File: src/rtl/dmem_pkg.sv
// Shared types and constants for the data-memory arbiter.
// State encoding, default widths and requester port identifiers.
package dmem_pkg;

  localparam int DMEM_ADDR_W = 8;
  localparam int DMEM_DATA_W = 32;

  localparam logic PORT_CPU = 1'b0;
  localparam logic PORT_DMA = 1'b1;

  typedef enum logic [1:0] {
    IDLE  = 2'd0,
    ISSUE = 2'd1,
    RESP  = 2'd2
  } dmem_state_e;

endpackage

File: src/rtl/dmem_rr_pick.sv
// Two-input winner select: fixed CPU priority or round-robin on the
// previous winner. Purely combinational.
module dmem_rr_pick
  import dmem_pkg::*;
#(
  parameter int CPU_PRIO = 1
) (
  input  logic i_req0,
  input  logic i_req1,
  input  logic i_rr_last,
  output logic o_any,
  output logic o_winner
);

  always_comb begin
    o_any    = i_req0 | i_req1;
    o_winner = PORT_CPU;
    if (i_req0 && i_req1) begin
      // On a tie round-robin hands the grant to whoever did not win last
      o_winner = (CPU_PRIO != 0) ? PORT_CPU : ~i_rr_last;
    end else if (i_req1) begin
      o_winner = PORT_DMA;
    end
  end

endmodule

File: src/rtl/dmem_arbiter.sv
// Arbitrates a single-port data memory between the CPU MEM stage (port 0)
// and the debug/loader DMA (port 1), one access every three cycles.
module dmem_arbiter
  import dmem_pkg::*;
#(
  parameter int ADDR_W   = DMEM_ADDR_W,
  parameter int DATA_W   = DMEM_DATA_W,
  parameter int CPU_PRIO = 1
) (
  input  logic              clk,
  input  logic              reset,
  input  logic              p0_req,
  input  logic              p0_we,
  input  logic [ADDR_W-1:0] p0_addr,
  input  logic [DATA_W-1:0] p0_wdata,
  output logic              p0_ack,
  output logic [DATA_W-1:0] p0_rdata,
  input  logic              p1_req,
  input  logic              p1_we,
  input  logic [ADDR_W-1:0] p1_addr,
  input  logic [DATA_W-1:0] p1_wdata,
  output logic              p1_ack,
  output logic [DATA_W-1:0] p1_rdata,
  output logic              cpu_stall,
  output logic              mem_memwrite,
  output logic              mem_memread,
  output logic [ADDR_W-1:0] mem_addr,
  output logic [DATA_W-1:0] mem_wdata,
  input  logic [DATA_W-1:0] mem_rdata
);

  dmem_state_e       r_state;
  dmem_state_e       w_state_next;
  logic              r_grant;
  logic              r_rr_last;
  logic              r_we;
  logic [ADDR_W-1:0] r_addr;
  logic [DATA_W-1:0] r_wdata;
  logic [DATA_W-1:0] r_p0_rdata;
  logic [DATA_W-1:0] r_p1_rdata;
  logic              w_any;
  logic              w_win;
  logic              w_latch;

  dmem_rr_pick #(
    .CPU_PRIO (CPU_PRIO)
  ) u_pick (
    .i_req0    (p0_req),
    .i_req1    (p1_req),
    .i_rr_last (r_rr_last),
    .o_any     (w_any),
    .o_winner  (w_win)
  );

  assign w_latch = (r_state == IDLE) && w_any;

  always_comb begin
    w_state_next = r_state;
    mem_memwrite = 1'b0;
    mem_memread  = 1'b0;
    mem_addr     = '0;
    mem_wdata    = '0;
    p0_ack       = 1'b0;
    p1_ack       = 1'b0;
    case (r_state)
      IDLE: begin
        if (w_any) w_state_next = ISSUE;
      end
      ISSUE: begin
        mem_memwrite = r_we;
        mem_memread  = ~r_we;
        mem_addr     = r_addr;
        mem_wdata    = r_wdata;
        w_state_next = RESP;
      end
      RESP: begin
        p0_ack       = (r_grant == PORT_CPU);
        p1_ack       = (r_grant == PORT_DMA);
        w_state_next = IDLE;
      end
      default: w_state_next = IDLE;
    endcase
  end

  // Read data is forwarded straight from the memory during the ack cycle and
  // held in the port register from then on.
  assign p0_rdata  = (p0_ack && !r_we) ? mem_rdata : r_p0_rdata;
  assign p1_rdata  = (p1_ack && !r_we) ? mem_rdata : r_p1_rdata;
  assign cpu_stall = p0_req & ~p0_ack;

  always_ff @(posedge clk or negedge reset) begin
    if (!reset) begin
      r_state    <= IDLE;
      r_grant    <= PORT_CPU;
      r_rr_last  <= PORT_DMA;
      r_we       <= 1'b0;
      r_addr     <= '0;
      r_wdata    <= '0;
      r_p0_rdata <= '0;
      r_p1_rdata <= '0;
    end else begin
      r_state <= w_state_next;
      if (w_latch) begin
        r_grant   <= w_win;
        r_rr_last <= w_win;
        r_we      <= (w_win == PORT_DMA) ? p1_we    : p0_we;
        r_addr    <= (w_win == PORT_DMA) ? p1_addr  : p0_addr;
        r_wdata   <= (w_win == PORT_DMA) ? p1_wdata : p0_wdata;
      end
      if ((r_state == RESP) && !r_we) begin
        if (r_grant == PORT_DMA) r_p1_rdata <= mem_rdata;
        else                     r_p0_rdata <= mem_rdata;
      end
    end
  end

endmodule
File: config.mk
export PLATFORM = sky130hd
export DESIGN_NAME = dmem_arbiter
export DESIGN_NICKNAME = d
export VERILOG_FILES = /design/src/rtl/dmem_pkg.sv /design/src/rtl/dmem_rr_pick.sv /design/src/rtl/dmem_arbiter.sv
export SDC_FILE = /design/constraint.sdc
export NUM_CORES = 1
export LEC_CHECK = 0
export BUFFER_PORTS_ARGS = -buffer_cell sky130_fd_sc_hd__buf_2
export CAP_MARGIN = 40
export CORE_ASPECT_RATIO = 2
export CORE_MARGIN = 2
export CORE_UTILIZATION = 40
export CTS_CLUSTER_SIZE = 20
export DETAILED_ROUTE_END_ITERATION = 8
export PLACE_DENSITY = 0.72
export SYNTH_ARGS = -nofsm -noshare
export SYNTH_HDL_FRONTEND = slang
export SYNTH_SLANG_ARGS = --single-unit
File: constraint.sdc
create_clock -name clk -period 1.4 [get_ports clk]
set_input_delay 0.14 -clock clk [delete_from_list [all_inputs] [get_ports clk]]
set_output_delay 0.14 -clock clk [all_outputs]
set_load 0.02 [all_outputs]
==> impl_metrics.yaml, run 1 <==
sta:
  relSlewSlack_pct: 82.6
  period_needed_ns: 2.11
  setup_viol: 213
  setup_slack_ns: -0.711
  clock_skew_ns: 0.0113
  max_freq_mhz: 474
  final-hold-violation-count: 0
  grt_setup_unrepaired: "yes"
  worstMarginPinSlew_ns: 0.261
  finalMaxSlewViolations: 0
  finalSetupTns_ns: -89.04
  fin_crit_sh_pct: 151
  hold_ws_ns: 0.0733
flow_run:
  cap_viol_max_count: 0
die:
  die_x_um: 91.5
  initial_core_util_pct: 40.5
  num_rows: 64
  die_y_um: 179
  core_um2: 15100
  io_pins: 227
  dieArea_um2: 16400
routing:
  wirelength_mm: 14.7
  drc: 0
  wl_per_cell_um: 16.7
  drt.antenna.violating_nets: 0
  drt_iter0_markers: 91
  viasPerCell: 4.78
  vias: 4207
  first_pass_iters: 4
worst_setup_path:
  crit_chain: "and3b_2 > nor2b_4 > buf_12 > mux2_4 > buf_2"
  cp_slowest_cell: "dfrtp_2"
  path_max_fanout: 26
  worst-path-buf-inv: 2
  critPathKind: "flip-flop to primary output"
  cp_top_family: "simple AND/OR/NAND/NOR gates"
  worstPathRequired_ns: 1.26
  start_kind: "flip-flop"
  crit_path_end_kind: "primary output"
  slowest_delay_ns: 0.44
  critPathArrivalTime_ns: 1.97
global_routing:
  track_usage_pct: 17.5
  grt_max_degree: 42
  grt_pass1_vias: 4350
  grt_first_pass_wirelength_mm: 22.6
  grt_antenna_before_repair: 0
  gr-total-overflow: 0
synth:
  ys_seq_area_share_pct: 44.1
  synth.area.top_cells: "dfrtp_1 (44%), mux2_4 (22%), mux2_2 (20%), buf_12 (4.2%), and2_1 (4.2%)"
  syn-cell-area_um2: 6130
  synth_top_area_share_pct: 44.1
  ys_ff_latch: 108
  ys_async_sr_fraction_pct: 100
  syn_inst: 399
  syn-num-nets: 517
  ys_types: 18
  yosysTopAreaCell: "dfrtp_1"
  avgSynthCellArea_um2: 15.4
  synthFlopType: "dfrtp_1"
  ys.warnings.count: 0
  synth_edf_count: 0
power:
  p_seq_share_pct: 26.6
  p_sw_mw: 7.34
  p_clk_share_pct: 12.1
  p_int_mw: 13.9
  powerDensity_nw_per_um2: 2370
  swShare_pct: 34.5
  p_leak_nw: 4.41
  vdd_drop_max_uv: 1380
  combPwrFrac_pct: 61.4
clocking:
  cts.reportedPaths.clkPinSlew_ns: 0.08
  cts_made_buffers: 9
  cts_tree: "built"
  clk_latency_ns: 0.34
  clock-sinks: 108
  htree_levels: 3
  root_buffer: "clkbuf_16"
  clock_path_buffers: 2
place:
  post-dp-hpwl_mm: 9.29
  dpl.cell_count: 831
  portBuffers: 226
  place_ws_ns: -0.362
  gp_congestion: 0.720
cells_and_area:
  fin_util_pct: 59.4
  syn_to_final_growth_pct: 46.6
  drive_gt1_share_pct: 76.1
  fin_cells: 880
  num-nets-final: 795
  n_antenna_cell: 0
min_path:
  hold_class: "primary input to flip-flop"
status:
  status: "complete, but fails checks"
  violations: "setup timing"
-- Yosys cell counts, types with 2 or more instances --
cell type  count
buf_12        13
nor2b_1        3
clkbuf_1       4
mux2_1         9
dfrtp_1      108
buf_6          6
mux2_4        90
a21oi_1        2
and2b_1        2
mux2_2       111
and2_1        41
buf_4          4
-- per-stage QoR --
step	cell area [um2]	power, mW
after floorplan	6280	13.2
after global placement	7650	15.6
after detailed placement	7650	15.8
after CTS	8650	20.2
after global routing	8990	22.4
final	8990	21.3
-- path summary, 6_finish.rpt --
path | startpoint | endpoint | slack, ns | cells past startpoint
max | r_state[0]$_DFFE_PN0P_ | p1_rdata[23] | -0.71 | 5
min | mem_rdata[6] | r_p1_rdata[6]$_DFFE_PN0P_ | 0.07 | 2
max reg2reg | r_state[0]$_DFFE_PN0P_ | r_p1_rdata[9]$_DFFE_PN0P_ | -0.46 | 6
min reg2reg | r_wdata[11]$_DFFE_PN0P_ | r_wdata[11]$_DFFE_PN0P_ | 0.50 | 1
max in group asynchronous | reset | r_wdata[5]$_DFFE_PN0P_ | 0.64 | 3
min in group asynchronous | reset | r_wdata[10]$_DFFE_PN0P_ | 0.22 | 2
-- worst reg2reg max path, delay by kind of cell (launching register included) --
kind	cells	cell delay, ns
DFF	1	0.44
buffers and inverters	3	0.56
muxes	1	0.30
and+or+nand+nor	2	0.45
-- cells by family after synthesis --
logic type | after synthesis | share of synthesized area [%]
flops | 108 | 44.1
buf+inv | 28 | 6.16
simple gates | 50 | 5.37
compound gates | 3 | 0.286
mux | 210 | 44.1
-- sequential cells by signal, summed over array words and instances (netlist names) --
| signal | flops |
|---|---|
| r_wdata | 32 |
| r_addr | 8 |
| r_grant | 1 |
| r_state | 2 |
| r_we | 1 |
| r_p1_rdata | 32 |
| r_p0_rdata | 32 |
-- metal layers --
metal,global-route usage (%),part of all wire [%],vias to the layer above
li1,-,-,1960
met1,23.1,44,2055
met2,29.0,49,181
met3,3.70,6.8,11
met4,4.99,1.2,0
met5,0,0,-
-- cell type report --
| type | count | area, um2 |
|---|---|---|
| fillers | 1183 | 6150 |
| multi-input cells | 263 | 3320 |
| flip-flops and latches | 108 | 2700 |
| repair buffers | 295 | 2410 |
| well taps | 198 | 248 |
| clock buffers | 10 | 229 |
| clock inverters | 6 | 71.3 |
-- power groups by stage --
| stage | logic (mW) | registers (mW) | clock network, mW |
|---|---|---|---|
| after CTS | 12.0 | 5.61 | 2.65 |
| final | 13.0 | 5.65 | 2.57 |
| after global routing | 13.8 | 5.83 | 2.76 |
| after global placement | 10.1 | 5.56 | 0 |
| after floorplan | 7.91 | 5.34 | 0 |
| after detailed placement | 10.2 | 5.62 | 0 |
-- placed cells by master (no fill, tap or decap) --
| master | count |
|---|---|
| buf_16 | 6 |
| mux2_1 | 9 |
| buf_4 | 44 |
| dfrtp_1 | 107 |
| clkbuf_16 | 11 |
| dfrtp_2 | 1 |
| and2b_4 | 1 |
| buf_12 | 15 |
| clkbuf_1 | 1 |
| and2_1 | 41 |
| bufinv_16 | 1 |
| buf_6 | 55 |
| and3b_2 | 1 |
| a21oi_1 | 2 |
| nor3b_4 | 1 |
| nor2b_2 | 1 |
| mux2_4 | 153 |
| dlygate4sd3_1 | 1 |
| buf_8 | 5 |
| buf_2 | 166 |
| o21a_4 | 1 |
| nor2_4 | 1 |
| and2b_1 | 1 |
| nor2b_1 | 1 |
| mux2_2 | 48 |
| nor2b_4 | 2 |
| clkinv_4 | 1 |
| inv_6 | 2 |
| bufbuf_16 | 1 |
| clkinvlp_4 | 2 |
-- repair_timing --
| action | 4_1_cts | 5_1_grt |
|---|---|---|
| pin swaps | 0 | 1 |
| endpoints found under the hold margin | 89 | 0 |
| buffers inserted | 20 | 7 |
| resized for setup | 84 | 91 |
| cloned | 9 | 2 |
| setup endpoints to repair | 213 | 213 |
| hold buffers | 1 | 0 |
Note: power is estimated with default switching activity, not from simulation.
==> run 2: changes to the inputs <==
Settings changed: PLACE_DENSITY 0.72 to 0.69.
Clock period 1.4 ns to 2.07 ns, I/O delays scaled along.
==> run 2 against run 1 <==
  * The run still ends with setup timing left
  * Non-clock buffer count shrank 32
  * Sequential cell count did not move
  * Critical path depth is the same
  * Core utilization fell by 4.2 points
  * Clock power fell by 37%
  * Critical path type unchanged
==> impl_metrics.yaml, run 2 (synthesized netlist as in run 1, its figures left out) <==
cells_and_area:
  reg_top3: "r_p0_rdata (32), r_p1_rdata (32), r_wdata (32)"
  layout.cells.most_common: "buf_2"
  drive_gt1_share_pct: 74.6
  n_antenna_cell: 0
  num-nets-final: 763
  layout_common_cells: "buf_2 (167), mux2_2 (108), dfrtp_1 (108)"
  fin_cells: 847
  stdcell_area_um2: 8340
  syn_to_final_growth_pct: 36.1
worst_setup_path:
  r2r-start: "r_state[0]$_DFFE_PN0P_"
  critPathArrivalTime_ns: 1.96
  worstPathRequired_ns: 1.86
  critPathKind: "flip-flop to primary output"
  path_max_fanout: 10
  cp-startpoint: "r_state[0]$_DFFE_PN0P_"
  crit_path_end_kind: "primary output"
  reg2regPathDepth: 6
  start_kind: "flip-flop"
sta:
  relSlewSlack_pct: 71.0
  setup_viol: 60
  clock_skew_ns: 0.0109
  worstMarginPinSlew_ns: 0.435
  period_needed_ns: 2.17
  grt_setup_unrepaired: "yes"
  finalMaxSlewViolations: 0
  setup_slack_ns: -0.0972
  max_freq_mhz: 461
  final-hold-violation-count: 0
  fin_crit_sh_pct: 105
clocking:
  clock-sinks: 108
  root_buffer: "clkbuf_16"
  cts_made_buffers: 9
  cts_tree: "built"
  htree_levels: 3
  cts.reportedPaths.clkPinSlew_ns: 0.07
  clk_latency_ns: 0.35
  clock_path_buffers: 2
place:
  dpl.cell_count: 808
  portBuffers: 226
  dpl-instance-area_um2: 7330
  post-dp-hpwl_mm: 8.77
  gp_congestion: 0.723
routing:
  viasPerCell: 4.76
  wl_per_cell_um: 16.5
  dr_wl_met3_mm: 1.09
  dr.max_layer_used: "met5"
  met1Wirelength_mm: 5.97
  drt.antenna.violating_nets: 0
  vias: 4033
  wirelength_mm: 14.0
  drc: 0
  drt_iter0_markers: 83
  met2_wirelength_mm: 6.76
  first_pass_iters: 4
min_path:
  holdPathStages: 2
  holdCritStartpoint: "p0_req"
  hold_class: "primary input to flip-flop"
flow_run:
  cap_viol_max_count: 0
global_routing:
  grt_max_degree: 47
  track_usage_pct: 16.8
  grt_first_pass_wirelength_mm: 21.8
  gr-total-overflow: 0
  grt_antenna_before_repair: 1
  grt_pass1_vias: 4147
die:
  io_pins: 227
  core_um2: 15100
  num_rows: 64
  initial_core_util_pct: 40.5
  dieArea_um2: 16400
  die_x_um: 91.5
  die_y_um: 179
power:
  p_seq_share_pct: 28.6
  vdd_drop_max_uv: 1030
  powerDensity_nw_per_um2: 1580
  p_int_mw: 8.49
  p_sw_mw: 4.66
  p_leak_nw: 4.01
  p_clk_share_pct: 12.3
  combPwrFrac_pct: 59.1
  swShare_pct: 35.4
status:
  violations: "setup timing"
  status: "complete, but fails checks"
run 2: changes by cell type in the layout (fill, tap and decap cells not counted), sizes merged:
cell,delta
buf,-35
bufbuf,+3
bufinv,-1
clkinv,+1
inv,-1
run 2: final timing paths:
| check | to | slack (ns) |
|---|---|---|
| worst max-delay path | p0_rdata[16] | -0.1 |
| worst min-delay path | r_grant$_DFFE_PN0P_ | 0.11 |
| worst max register to register | r_p1_rdata[31]$_DFFE_PN0P_ | 0.17 |
| worst min register to register | r_wdata[12]$_DFFE_PN0P_ | 0.50 |
| max in group asynchronous | r_p1_rdata[16]$_DFFE_PN0P_ | 1.10 |
| min in group asynchronous | r_wdata[4]$_DFFE_PN0P_ | 0.35 |
run 2: critical path, cell delays in order (launching register included):
cell and delay [ns]:
dfrtp_1 0.42, nor3b_2 0.25, and2b_4 0.29, buf_12 0.17, mux2_2 0.33, buf_2 0.16
run 2: cell type report:
class                           instances  area, um2
Fill cell                            1237       6790
Multi-Input combinational cell        263       3070
Sequential cell                       108       2700
Timing Repair Buffer                  263       2040
Tap cell                              198        248
Clock buffer                           10        239
Clock inverter                          5       37.5
run 2: timing repair:
action                                 in CTS  in global routing
setup endpoints to repair                  64                 64
endpoints found under the hold margin      30                  0
buffers inserted                           12                  5
hold buffers                                1                  0
gates cloned                                6                  2
resized for setup                          57                 69
pin swaps                                   1                  1
run 2: per-layer routing:
| layer | up-vias | track usage, % |
|---|---|---|
| li1 | 1894 | - |
| met1 | 1961 | 21.4 |
| met2 | 166 | 27.9 |
| met3 | 10 | 4.92 |
| met4 | 2 | 4.17 |
| met5 | - | 0 |
run 2: power by group through the flow:
stage	combinational (mW)	sequential, mW	clock, mW
finish	7.77	3.76	1.61
global route	8.27	3.91	1.76
CTS	7.22	3.75	1.67
detailed placement	6.47	3.77	0
global placement	6.39	3.71	0
floorplan	5.06	3.59	0
run 2: through the flow:
step	TNS, ns	hold slack [ns]	utilization [%]	worst slack (ns)	power [mW]
global placement	0	0.183	48.4	0.248	10.1
finish	-4.07	0.110	55.1	-0.0972	13.1
detailed placement	0	0.187	48.4	0.185	10.2
CTS	-3.71	0.0984	53.3	-0.109	12.6
floorplan	0	-0.0886	-	0.186	8.64
global route	-9.90	0.120	55.1	-0.195	13.9
